### config.mk
export PLATFORM = sky130hd
export DESIGN_NAME = duck_ctl
export DESIGN_NICKNAME = d
export VERILOG_FILES = /design/src/rtl/duck_ctl.sv
export SDC_FILE = /design/constraint.sdc
export NUM_CORES = 1
export LEC_CHECK = 0
export CAP_MARGIN = 0
export CORE_UTILIZATION = 25
export CTS_CLUSTER_DIAMETER = 120
export DETAILED_ROUTE_END_ITERATION = 16
export GPL_TIMING_DRIVEN = 1
export PLACE_DENSITY_LB_ADDON = 0.25
export SLEW_MARGIN = 20
export SYNTH_ARGS = -nofsm -noshare
export SYNTH_HDL_FRONTEND = slang
export SYNTH_SLANG_ARGS = --single-unit
### constraint.sdc
create_clock -name clk -period 5.9 [get_ports clk]
set_input_delay 0.59 -clock clk [delete_from_list [all_inputs] [get_ports clk]]
set_output_delay 0.59 -clock clk [all_outputs]
set_load 0.02 [all_outputs]
### src/rtl/duck_ctl.sv
// Per-frame duck motion controller: flight, hit, fall and escape lifecycle.
// Optional vertical zigzag during flight is enabled by defining DUCK_ZIGZAG_EN.
module duck_ctl #(
    parameter int unsigned X_START         = 0,
    parameter int unsigned Y_START         = 600,
    parameter int unsigned V_SPEED         = 4,
    parameter int unsigned FALL_SPEED      = 8,
    parameter int unsigned HIT_HOLD_FRAMES = 30,
    parameter int unsigned ZIGZAG_FRAMES   = 20
) (
    input  logic        clk,
    input  logic        rst_n,
    input  logic        frame_tick,
    input  logic        start,
    input  logic        hit,
    output logic [10:0] duck_x,
    output logic [9:0]  duck_y,
    output logic        duck_dir,
    output logic [1:0]  duck_state,
    output logic        escaped,
    output logic        downed
);

    // Screen geometry mirrored from DH_pkg so this file stands alone.
    localparam int unsigned H_SPEED     = 10;
    localparam int unsigned HOR_PIXELS  = 1024;
    localparam int unsigned DUCK_WIDTH  = 64;
    localparam int unsigned VER_PIXELS  = 768;
    localparam int unsigned DUCK_HEIGHT = 48;
    localparam int unsigned X_MAX       = HOR_PIXELS - DUCK_WIDTH;
    localparam int unsigned Y_FLOOR     = VER_PIXELS - DUCK_HEIGHT;
    localparam int unsigned CNT_MAX     = (HIT_HOLD_FRAMES > ZIGZAG_FRAMES) ? HIT_HOLD_FRAMES : ZIGZAG_FRAMES;
    localparam int unsigned CW          = $clog2(CNT_MAX + 1);

    localparam logic [10:0]   X_START_C = 11'(X_START);
    localparam logic [9:0]    Y_START_C = 10'(Y_START);
    localparam logic [10:0]   H_SPEED_C = 11'(H_SPEED);
    localparam logic [9:0]    V_SPEED_C = 10'(V_SPEED);
    localparam logic [11:0]   X_MAX_C   = 12'(X_MAX);
    localparam logic [10:0]   Y_FLOOR_C = 11'(Y_FLOOR);
    localparam logic [CW-1:0] HIT_LAST  = CW'(HIT_HOLD_FRAMES - 1);

    typedef enum logic [1:0] {
        S_IDLE = 2'b00,
        S_FLY  = 2'b01,
        S_HIT  = 2'b10,
        S_FALL = 2'b11
    } state_t;

    state_t        state_q, state_d;
    logic [10:0]   x_q, x_d;
    logic [9:0]    y_q, y_d;
    logic          dir_q, dir_d;
    logic          esc_q, esc_d;
    logic          dn_q, dn_d;
    logic [CW-1:0] cnt_q, cnt_d;
    logic [11:0]   x_sum;
    logic [10:0]   y_fall_sum;
    logic          esc_now;

    assign x_sum      = {1'b0, x_q} + {1'b0, H_SPEED_C};
    assign y_fall_sum = {1'b0, y_q} + 11'(FALL_SPEED);

`ifdef DUCK_ZIGZAG_EN
    localparam logic [CW-1:0] ZZ_LAST = CW'(ZIGZAG_FRAMES - 1);
    logic          vdir_q, vdir_d;
    logic [CW-1:0] zz_q, zz_d;
    logic [10:0]   y_rise_sum;

    assign y_rise_sum = {1'b0, y_q} + {1'b0, V_SPEED_C};
    assign esc_now    = !vdir_q && (y_q <= V_SPEED_C);

    always_ff @(posedge clk or negedge rst_n) begin
        if (!rst_n) begin
            vdir_q <= 1'b0;
            zz_q   <= '0;
        end else begin
            vdir_q <= vdir_d;
            zz_q   <= zz_d;
        end
    end
`else
    assign esc_now = (y_q <= V_SPEED_C);
`endif

    always_ff @(posedge clk or negedge rst_n) begin
        if (!rst_n) state_q <= S_IDLE;
        else        state_q <= state_d;
    end

    // A terminal frame leaves the final position and pulse visible for one
    // cycle; the return to IDLE happens on the following cycle.
    always_comb begin
        state_d = state_q;
        unique case (state_q)
            S_IDLE: if (start) state_d = S_FLY;
            S_FLY: begin
                if (esc_q)    state_d = S_IDLE;
                else if (hit) state_d = S_HIT;
            end
            S_HIT:  if (frame_tick && cnt_q == HIT_LAST) state_d = S_FALL;
            S_FALL: if (dn_q) state_d = S_IDLE;
            default: state_d = S_IDLE;
        endcase
    end

    always_comb begin
        x_d   = x_q;
        y_d   = y_q;
        dir_d = dir_q;
        cnt_d = cnt_q;
        esc_d = 1'b0;
        dn_d  = 1'b0;
`ifdef DUCK_ZIGZAG_EN
        vdir_d = vdir_q;
        zz_d   = zz_q;
`endif
        unique case (state_q)
            S_IDLE: begin
                x_d   = X_START_C;
                y_d   = Y_START_C;
                dir_d = 1'b0;
`ifdef DUCK_ZIGZAG_EN
                vdir_d = 1'b0;
                zz_d   = '0;
`endif
            end
            S_FLY: begin
                if (esc_q) begin
                    x_d   = X_START_C;
                    y_d   = Y_START_C;
                    dir_d = 1'b0;
                end else if (hit) begin
                    cnt_d = '0;
                end else if (frame_tick) begin
                    if (!dir_q) begin
                        if (x_sum >= X_MAX_C) begin
                            x_d   = X_MAX_C[10:0];
                            dir_d = 1'b1;
                        end else begin
                            x_d = x_sum[10:0];
                        end
                    end else if (x_q <= H_SPEED_C) begin
                        x_d   = '0;
                        dir_d = 1'b0;
                    end else begin
                        x_d = x_q - H_SPEED_C;
                    end
`ifdef DUCK_ZIGZAG_EN
                    if (vdir_q) begin
                        if (y_rise_sum >= {1'b0, Y_START_C}) begin
                            y_d    = Y_START_C;
                            vdir_d = 1'b0;
                        end else begin
                            y_d = y_rise_sum[9:0];
                        end
                    end else if (esc_now) begin
                        esc_d = 1'b1;
                    end else begin
                        y_d = y_q - V_SPEED_C;
                    end
                    if (zz_q == ZZ_LAST) begin
                        zz_d   = '0;
                        vdir_d = ~vdir_d;
                    end else begin
                        zz_d = zz_q + 1'b1;
                    end
`else
                    if (esc_now) esc_d = 1'b1;
                    else         y_d   = y_q - V_SPEED_C;
`endif
                end
            end
            S_HIT: if (frame_tick) cnt_d = cnt_q + 1'b1;
            S_FALL: begin
                if (dn_q) begin
                    x_d   = X_START_C;
                    y_d   = Y_START_C;
                    dir_d = 1'b0;
                end else if (frame_tick) begin
                    if (y_fall_sum >= Y_FLOOR_C) begin
                        y_d  = Y_FLOOR_C[9:0];
                        dn_d = 1'b1;
                    end else begin
                        y_d = y_fall_sum[9:0];
                    end
                end
            end
            default: ;
        endcase
    end

    always_ff @(posedge clk or negedge rst_n) begin
        if (!rst_n) begin
            x_q   <= X_START_C;
            y_q   <= Y_START_C;
            dir_q <= 1'b0;
            esc_q <= 1'b0;
            dn_q  <= 1'b0;
            cnt_q <= '0;
        end else begin
            x_q   <= x_d;
            y_q   <= y_d;
            dir_q <= dir_d;
            esc_q <= esc_d;
            dn_q  <= dn_d;
            cnt_q <= cnt_d;
        end
    end

    assign duck_x     = x_q;
    assign duck_y     = y_q;
    assign duck_dir   = dir_q;
    assign duck_state = state_q;
    assign escaped    = esc_q;
    assign downed     = dn_q;

endmodule
==> load_flow_metrics.sql, run 1 <==
INSERT INTO impl_metrics (metric_group, metric, value, unit) VALUES
('power_and_ir_drop', 'clockPowerShare', '0.160', ''),
('floorplan', 'placement_rows', '34', ''),
('floorplan', 'fp.dieW', '98.3', 'um'),
('drt', 'detail_route.first_pass.iterations', '6', ''),
('hold_path', 'worst_hold_path_cells', '2', ''),
('sta', 'measured_slew_at_the_worst_slew_check_pin', '0.903', 'ns'),
('yosys', 'synth_top_area_frac', '0.259', ''),
('drt', 'drc', '0', ''),
('clock_tree', 'post_cts.repair.setup_buffers', '0', ''),
('sta', 'finalMaxSlewViolations', '0', ''),
('yosys', 'async_reset_ff_frac', '1.00', ''),
('yosys', 'synth-warning-count', '0', ''),
('yosys', 'synth_cell_type_count', '65', ''),
('setup_path', 'ff2ff_path_depth', '7', ''),
('clock_tree', 'post_cts_resized', '0', ''),
('final_layout', 'net_total_in_the_final_layout', '307', ''),
('sta', 'hold_slack', '0.558', 'ns'),
('global_routing', 'grt_overflow_total', '0', ''),
('sta', 'rsz0062_at_grt', 'false', ''),
('floorplan', 'ios', '31', ''),
('setup_path', 'data_arrival_time_of_the_critical_path', '2.95', 'ns'),
('power_and_ir_drop', 'comb_power_share', '0.493', ''),
('global_routing', 'globalRouteTotalUtil', '0.130', ''),
('sta', 'fmaxAchievable', '361', 'MHz'),
('sta', 'final_min_period_over_clock_period', '0.469', ''),
('final_layout', 'final_cells', '399', ''),
('setup_path', 'cp.required', '6.08', 'ns'),
('global_routing', 'grt_max_degree', '29', ''),
('setup_path', 'kind_of_launch_point_of_the_worst_setup_path', 'register', ''),
('sta', 'timing.final.hold_violations', '0', ''),
('yosys', 'post_synth_main_area_contributors', 'sky130_fd_sc_hd__dfrtp_1 26%, sky130_fd_sc_hd__ha_1 5.4%, sky130_fd_sc_hd__nand2_1 5.2%', ''),
('power_and_ir_drop', 'cellInternalPower', '0.000539', 'W'),
('outcome', 'run_status', 'finished, final reports clean', ''),
('yosys', 'postSynth.topFlopCell', 'sky130_fd_sc_hd__dfrtp_1', ''),
('sta', 'min_period', '2.77', 'ns'),
('final_layout', 'commonest_non_fill_non_tap_cells_in_the_layout', '32 x sky130_fd_sc_hd__nand2_1, 27 x sky130_fd_sc_hd__clkdlybuf4s50_1, 24 x sky130_fd_sc_hd__dfrtp_1, 21 x sky130_fd_sc_hd__o21ai_0, 20 x sky130_fd_sc_hd__nor2_1', ''),
('sta', 'worst_slew_margin_rel', '0.397', ''),
('power_and_ir_drop', 'seq_power_share', '0.347', ''),
('power_and_ir_drop', 'sw_frac_of_total', '0.462', ''),
('clock_tree', 'h-tree-depth', '1', ''),
('final_layout', 'antenna-diode-count', '0', ''),
('placed_design', 'placed_cell_area', '2630', 'sq um'),
('power_and_ir_drop', 'worst_ir_drop_vdd', '0.152', 'mV'),
('setup_path', 'cp-end-kind', 'register', ''),
('floorplan', 'die-height', '98.3', 'um'),
('clock_tree', 'hold_buffers', '0', ''),
('final_layout', 'post_route_cells_drive_above_1_share', '0.0825', ''),
('clock_tree', 'clock_path_buffers', '2', ''),
('power_and_ir_drop', 'leakage', '1.06', 'nW'),
('yosys', 'synth.cell_area', '2320', 'sq um'),
('drt', 'vias', '2079', ''),
('yosys', 'synthDominantAreaCellType', 'sky130_fd_sc_hd__dfrtp_1', ''),
('clock_tree', 'cts-buffers-inserted', '3', ''),
('placed_design', 'place.gp.congestion', '0.843', ''),
('floorplan', 'core_box_area', '8850', 'sq um'),
('final_layout', 'utilization', '0.305', ''),
('drt', 'viasPerCell', '5.21', ''),
('yosys', 'yosys_register_bits', '28', ''),
('drt', 'wl_per_cell', '15.1', 'um'),
('yosys', 'synth.yosys.seq_area_share', '0.304', ''),
('final_layout', 'synthToLayoutAreaGrowth', '16.3', '%'),
('setup_path', 'timing.setup.critical_path_class', 'register to register', ''),
('final_layout', 'final_cell_area', '2700', 'sq um'),
('clock_tree', 'clock_insertion_delay_worst_skew', '0.29', 'ns'),
('setup_path', 'path_max_fanout', '15', ''),
('floorplan', 'floorplan.die_area', '9660', 'sq um'),
('clock_tree', 'clkSinkCount', '28', ''),
('sta', 'final-setup-viol-count', '0', ''),
('power_and_ir_drop', 'power_density', '372', 'nW/um^2'),
('drt', 'ant_nets', '0', ''),
('clock_tree', 'clock-root-buffer', 'sky130_fd_sc_hd__clkbuf_8', '');
[registers in the layout, indices dropped and copies added, names as in the netlist]
signal and cells:
duck_state 2, duck_x 10, duck_y 8, downed 1
cnt_q 5, escaped 1, duck_dir 1
[layout make-up]
| type | count | area [sq um] | area share |
|---|---|---|---|
| multi-input combinational | 218 | 1450 | 0.539 |
| sequential | 28 | 706 | 0.262 |
| timing repair buffer | 29 | 285 | 0.106 |
| tap | 108 | 135 | 0.0501 |
| inverter | 12 | 45.0 | 0.0167 |
| clock buffer | 3 | 41.3 | 0.0153 |
| clock inverter | 1 | 30.0 | 0.0111 |
[synth_stat cells, types with 3 or more instances]
cell type                   n
sky130_fd_sc_hd__a211oi_1   3
sky130_fd_sc_hd__xnor2_1    6
sky130_fd_sc_hd__xor2_1     6
sky130_fd_sc_hd__and3_1     5
sky130_fd_sc_hd__mux2i_1    3
sky130_fd_sc_hd__or2_2      3
sky130_fd_sc_hd__nor2b_1    6
sky130_fd_sc_hd__o22ai_1    6
sky130_fd_sc_hd__nand2_1   32
sky130_fd_sc_hd__clkbuf_1   3
sky130_fd_sc_hd__and2_1     3
sky130_fd_sc_hd__a221o_1    4
sky130_fd_sc_hd__dfstp_2    4
sky130_fd_sc_hd__buf_2      7
sky130_fd_sc_hd__a21oi_1   12
sky130_fd_sc_hd__buf_4      5
sky130_fd_sc_hd__ha_1      10
sky130_fd_sc_hd__nand3_1    3
sky130_fd_sc_hd__dfrtp_1   24
sky130_fd_sc_hd__a21boi_0   3
sky130_fd_sc_hd__inv_1     12
sky130_fd_sc_hd__buf_6      3
sky130_fd_sc_hd__o32ai_1    4
sky130_fd_sc_hd__o21ai_0   21
sky130_fd_sc_hd__a21o_1     3
sky130_fd_sc_hd__nand4_1    8
sky130_fd_sc_hd__o211ai_1   3
sky130_fd_sc_hd__nor2_1    20
sky130_fd_sc_hd__nand2b_1   3
sky130_fd_sc_hd__nor3_1     8
[per-stage QoR]
stage	total power (W)	setup slack, ns
after floorplan	0.000694	3.61
after global placement	0.000840	3.02
after detailed placement	0.000844	2.91
after CTS	0.00101	3.14
after global routing	0.00108	2.93
final	0.00100	3.13
[power by group through the flow]
stage	logic [W]	registers, W	clock network (W)
2_1_floorplan	0.000365	0.000329	0
3_3_place_gp	0.000490	0.000350	0
3_5_place_dp	0.000494	0.000350	0
4_1_cts	0.000495	0.000347	0.000167
5_1_grt	0.000549	0.000360	0.000174
6_report	0.000495	0.000348	0.000160
[critical path: stages, from the launching register on]
cell	delay, ns
sky130_fd_sc_hd__dfstp_2	0.59
sky130_fd_sc_hd__inv_1	0.13
sky130_fd_sc_hd__ha_1	0.27
sky130_fd_sc_hd__nor2_1	0.22
sky130_fd_sc_hd__nor4b_4	0.08
sky130_fd_sc_hd__a211oi_2	0.72
sky130_fd_sc_hd__inv_1	0.26
sky130_fd_sc_hd__o41ai_1	0.38
[logic make-up (layout without fill, tap and decap cells)]
group                      Yosys count  after routing  synth area share
buffers and inverters               31             45            0.0718
muxes                                3              3            0.0130
DFF                                 28             28             0.304
AOI/OAI and AO/OA                   83             83             0.255
other                                1              3           0.00162
adders and majority gates           10             10            0.0540
xor gates and xnor gates            12             12            0.0453
and+or+nand+nor                    107            107             0.255
[metal layers]
layer  global-route usage  wire length [um]
met5                    0                 0
met2                0.202              2710
met4               0.0356                66
met3               0.0129               162
met1                0.190              3080
[path summary, 6_finish.rpt]
| check | slack (ns) | end | from |
|---|---|---|---|
| worst min register to register | 0.56 | cnt_q[3] | cnt_q[3] |
| min in group asynchronous | 0.69 | duck_y[2] | rst_n |
| max in group asynchronous | 4.88 | duck_y[6] | rst_n |
| worst max-delay path | 3.13 | duck_y[5] | duck_y[3] |
| worst max register to register | 3.13 | duck_y[5] | duck_y[3] |
| worst min-delay path | 0.56 | cnt_q[3] | cnt_q[3] |
Power figures use the tool's default switching activity.
==> run 2, diff against run 1 <==
Clock period 5.9 ns to 2.3 ns, I/O delays scaled along.
==> load_flow_metrics.sql, run 2 (synthesis gave the netlist of run 1 again) <==
INSERT INTO impl_metrics (metric_group, metric, value, unit) VALUES
('setup_path', 'cp-end-kind', 'register', ''),
('hold_path', 'worstHoldPathType', 'input pin to async pin', ''),
('clock_tree', 'worst_path_clk_slew', '0.11', 'ns'),
('global_routing', 'globalRouteTotalUtil', '0.136', ''),
('floorplan', 'fp.dieW', '98.3', 'um'),
('floorplan', 'placement_rows', '34', ''),
('sta', 'setup-tns-final', '0', 'ns'),
('global_routing', 'grt_max_degree', '29', ''),
('sta', 'rsz0062_at_grt', 'false', ''),
('drt', 'detailedRoute.firstIterationViolations', '277', ''),
('clock_tree', 'h-tree-depth', '1', ''),
('setup_path', 'r2r-end', 'duck_x[7]', ''),
('setup_path', 'cp-endpoint', 'duck_x[7]', ''),
('sta', 'fmaxAchievable', '461', 'MHz'),
('floorplan', 'ios', '31', ''),
('setup_path', 'crit-reg2reg-launch', 'duck_x[1]', ''),
('setup_path', 'path_max_fanout', '7', ''),
('setup_path', 'timing.critical_path.from', 'duck_x[1]', ''),
('clock_tree', 'tritoncts_clock_tree', 'yes', ''),
('placed_design', 'dp_hpwl', '4610', 'um'),
('sta', 'worst_slew_margin_rel', '0.598', ''),
('final_layout', 'post_route_cells_drive_above_1_share', '0.174', ''),
('clock_tree', 'cts-buffers-inserted', '3', ''),
('sta', 'final-setup-viol-count', '0', ''),
('sta', 'post-route-worst-setup-slack', '0.132', 'ns'),
('job', 'drv_cap', '0', ''),
('placed_design', 'dpl_worst_slack', '0.0291', 'ns'),
('floorplan', 'floorplan.die_area', '9660', 'sq um'),
('clock_tree', 'clock_path_buffers', '2', ''),
('final_layout', 'net_total_in_the_final_layout', '333', ''),
('setup_path', 'regToRegSetupSlack', '0.13', 'ns'),
('setup_path', 'slowest_stage', 'sky130_fd_sc_hd__dfrtp_1', ''),
('final_layout', 'synthToLayoutAreaGrowth', '25.6', '%'),
('floorplan', 'core_box_area', '8850', 'sq um'),
('final_layout', 'final.fill_count', '939', ''),
('floorplan', 'initial_core_util', '0.262', ''),
('drt', 'detail_route.first_pass.iterations', '7', ''),
('final_layout', 'largest_register_ff_count', '10', ''),
('power_and_ir_drop', 'leakage', '1.19', 'nW'),
('power_and_ir_drop', 'power_density', '959', 'nW/um^2'),
('setup_path', 'cp.required', '2.48', 'ns'),
('sta', 'finalMaxSlewViolations', '0', ''),
('sta', 'timing.final.hold_violations', '0', ''),
('final_layout', 'layout.cells.most_common', 'sky130_fd_sc_hd__nand2_1', ''),
('placed_design', 'portBuffers', '27', ''),
('setup_path', 'timing.setup.critical_path_class', 'register to register', ''),
('sta', 'final_min_period_over_clock_period', '0.942', ''),
('drt', 'drc', '0', ''),
('drt', 'viasPerCell', '5.19', ''),
('final_layout', 'antenna-diode-count', '0', ''),
('global_routing', 'antenna_found_initial', '0', ''),
('power_and_ir_drop', 'worst_ir_drop_vdd', '0.309', 'mV'),
('setup_path', 'critPathMaxStageDelay', '0.44', 'ns'),
('setup_path', 'data_arrival_time_of_the_critical_path', '2.35', 'ns'),
('placed_design', 'place.gp.congestion', '0.824', ''),
('final_layout', 'commonest_non_fill_non_tap_cells_in_the_layout', '31 x sky130_fd_sc_hd__nand2_1, 28 x sky130_fd_sc_hd__buf_4, 27 x sky130_fd_sc_hd__clkdlybuf4s50_1, 24 x sky130_fd_sc_hd__dfrtp_1, 21 x sky130_fd_sc_hd__o21ai_0', ''),
('drt', 'ant_nets', '0', ''),
('outcome', 'run_status', 'finished, final reports clean', ''),
('drt', 'wl_per_cell', '14.9', 'um'),
('global_routing', 'grt_first_pass_wirelength', '10600', 'um'),
('drt', 'vias', '2206', ''),
('setup_path', 'ff2ff_path_depth', '7', ''),
('sta', 'min_period', '2.17', 'ns'),
('setup_path', 'crit_chain', 'buf_4 > a21oi_2 > nor3_1 > a211o_1 > a21oi_4 > o21ai_1 > a221o_1', ''),
('sta', 'timing.clock.skew', '0.00829', 'ns'),
('clock_tree', 'clock_insertion_delay_worst_skew', '0.29', 'ns'),
('global_routing', 'grt_overflow_total', '0', ''),
('floorplan', 'die-height', '98.3', 'um'),
('sta', 'measured_slew_at_the_worst_slew_check_pin', '0.596', 'ns'),
('clock_tree', 'clock-root-buffer', 'sky130_fd_sc_hd__clkbuf_8', ''),
('setup_path', 'kind_of_launch_point_of_the_worst_setup_path', 'register', ''),
('drt', 'wl', '6350', 'um'),
('clock_tree', 'clkSinkCount', '28', ''),
('global_routing', 'grt_pass1_vias', '2105', '');
## run 2: what timing repair did
action | CTS | global route
resized for setup | 0 | 5
hold buffers | 0 | 0
setup endpoints to repair | 0 | 5
buffers inserted | 0 | 4
## run 2: metrics by stage
step	hold slack, ns	util	power [W]	cells	instance area [sq um]
floorplan	-0.0656	-	0.00178	277	2330
global placement	0.539	0.315	0.00232	417	2790
detailed placement	0.552	0.315	0.00232	417	2790
CTS	0.325	0.323	0.00276	421	2860
global route	0.357	0.329	0.00302	425	2910
finish	0.314	0.329	0.00279	425	2910
## run 2: layer usage
layer / GRT usage / vias up / wire length, um
met3: 0.0107 / 9 / 286
met4: 0.0528 / 0 / 118
li1: - / 1089 / -
met1: 0.196 / 1044 / 3010
met2: 0.211 / 64 / 2940
met5: 0 / - / 0
## run 2: worst min-delay path by stage
| stage | to | slack [ns] | cells past startpoint |
|---|---|---|---|
| global route | duck_state[0] | 0.36 | 2 |
| CTS | duck_state[0] | 0.33 | 2 |
| floorplan | cnt_q[0] | -0.07 | 0 |
| global placement | cnt_q[4] | 0.54 | 2 |
| detailed placement | cnt_q[4] | 0.55 | 2 |
| finish | duck_state[0] | 0.31 | 2 |
## run 2: critical path, delay by kind of cell (launching register included)
family | cells | cell delay [ns]
AOI/OAI and AO/OA | 5 | 1.32
DFF | 1 | 0.44
buffers and inverters | 1 | 0.17
and+or+nand+nor | 1 | 0.12
## run 2: cell type report
type,instances,area (sq um),area share
inverter,12,45.0,0.0155
sequential,28,706,0.242
timing repair buffer,55,480,0.165
clock buffer,3,41.3,0.0142
tap,108,135,0.0464
clock inverter,1,30.0,0.0103
multi-input combinational,218,1470,0.506
## run 2: report_power, final
group	total, W	switching [W]	internal [W]	leakage (nW)
clock network	0.000414	0.000180	0.000234	0.0357
logic	0.00159	0.000902	0.000685	0.795
registers	0.000790	0.000165	0.000625	0.361
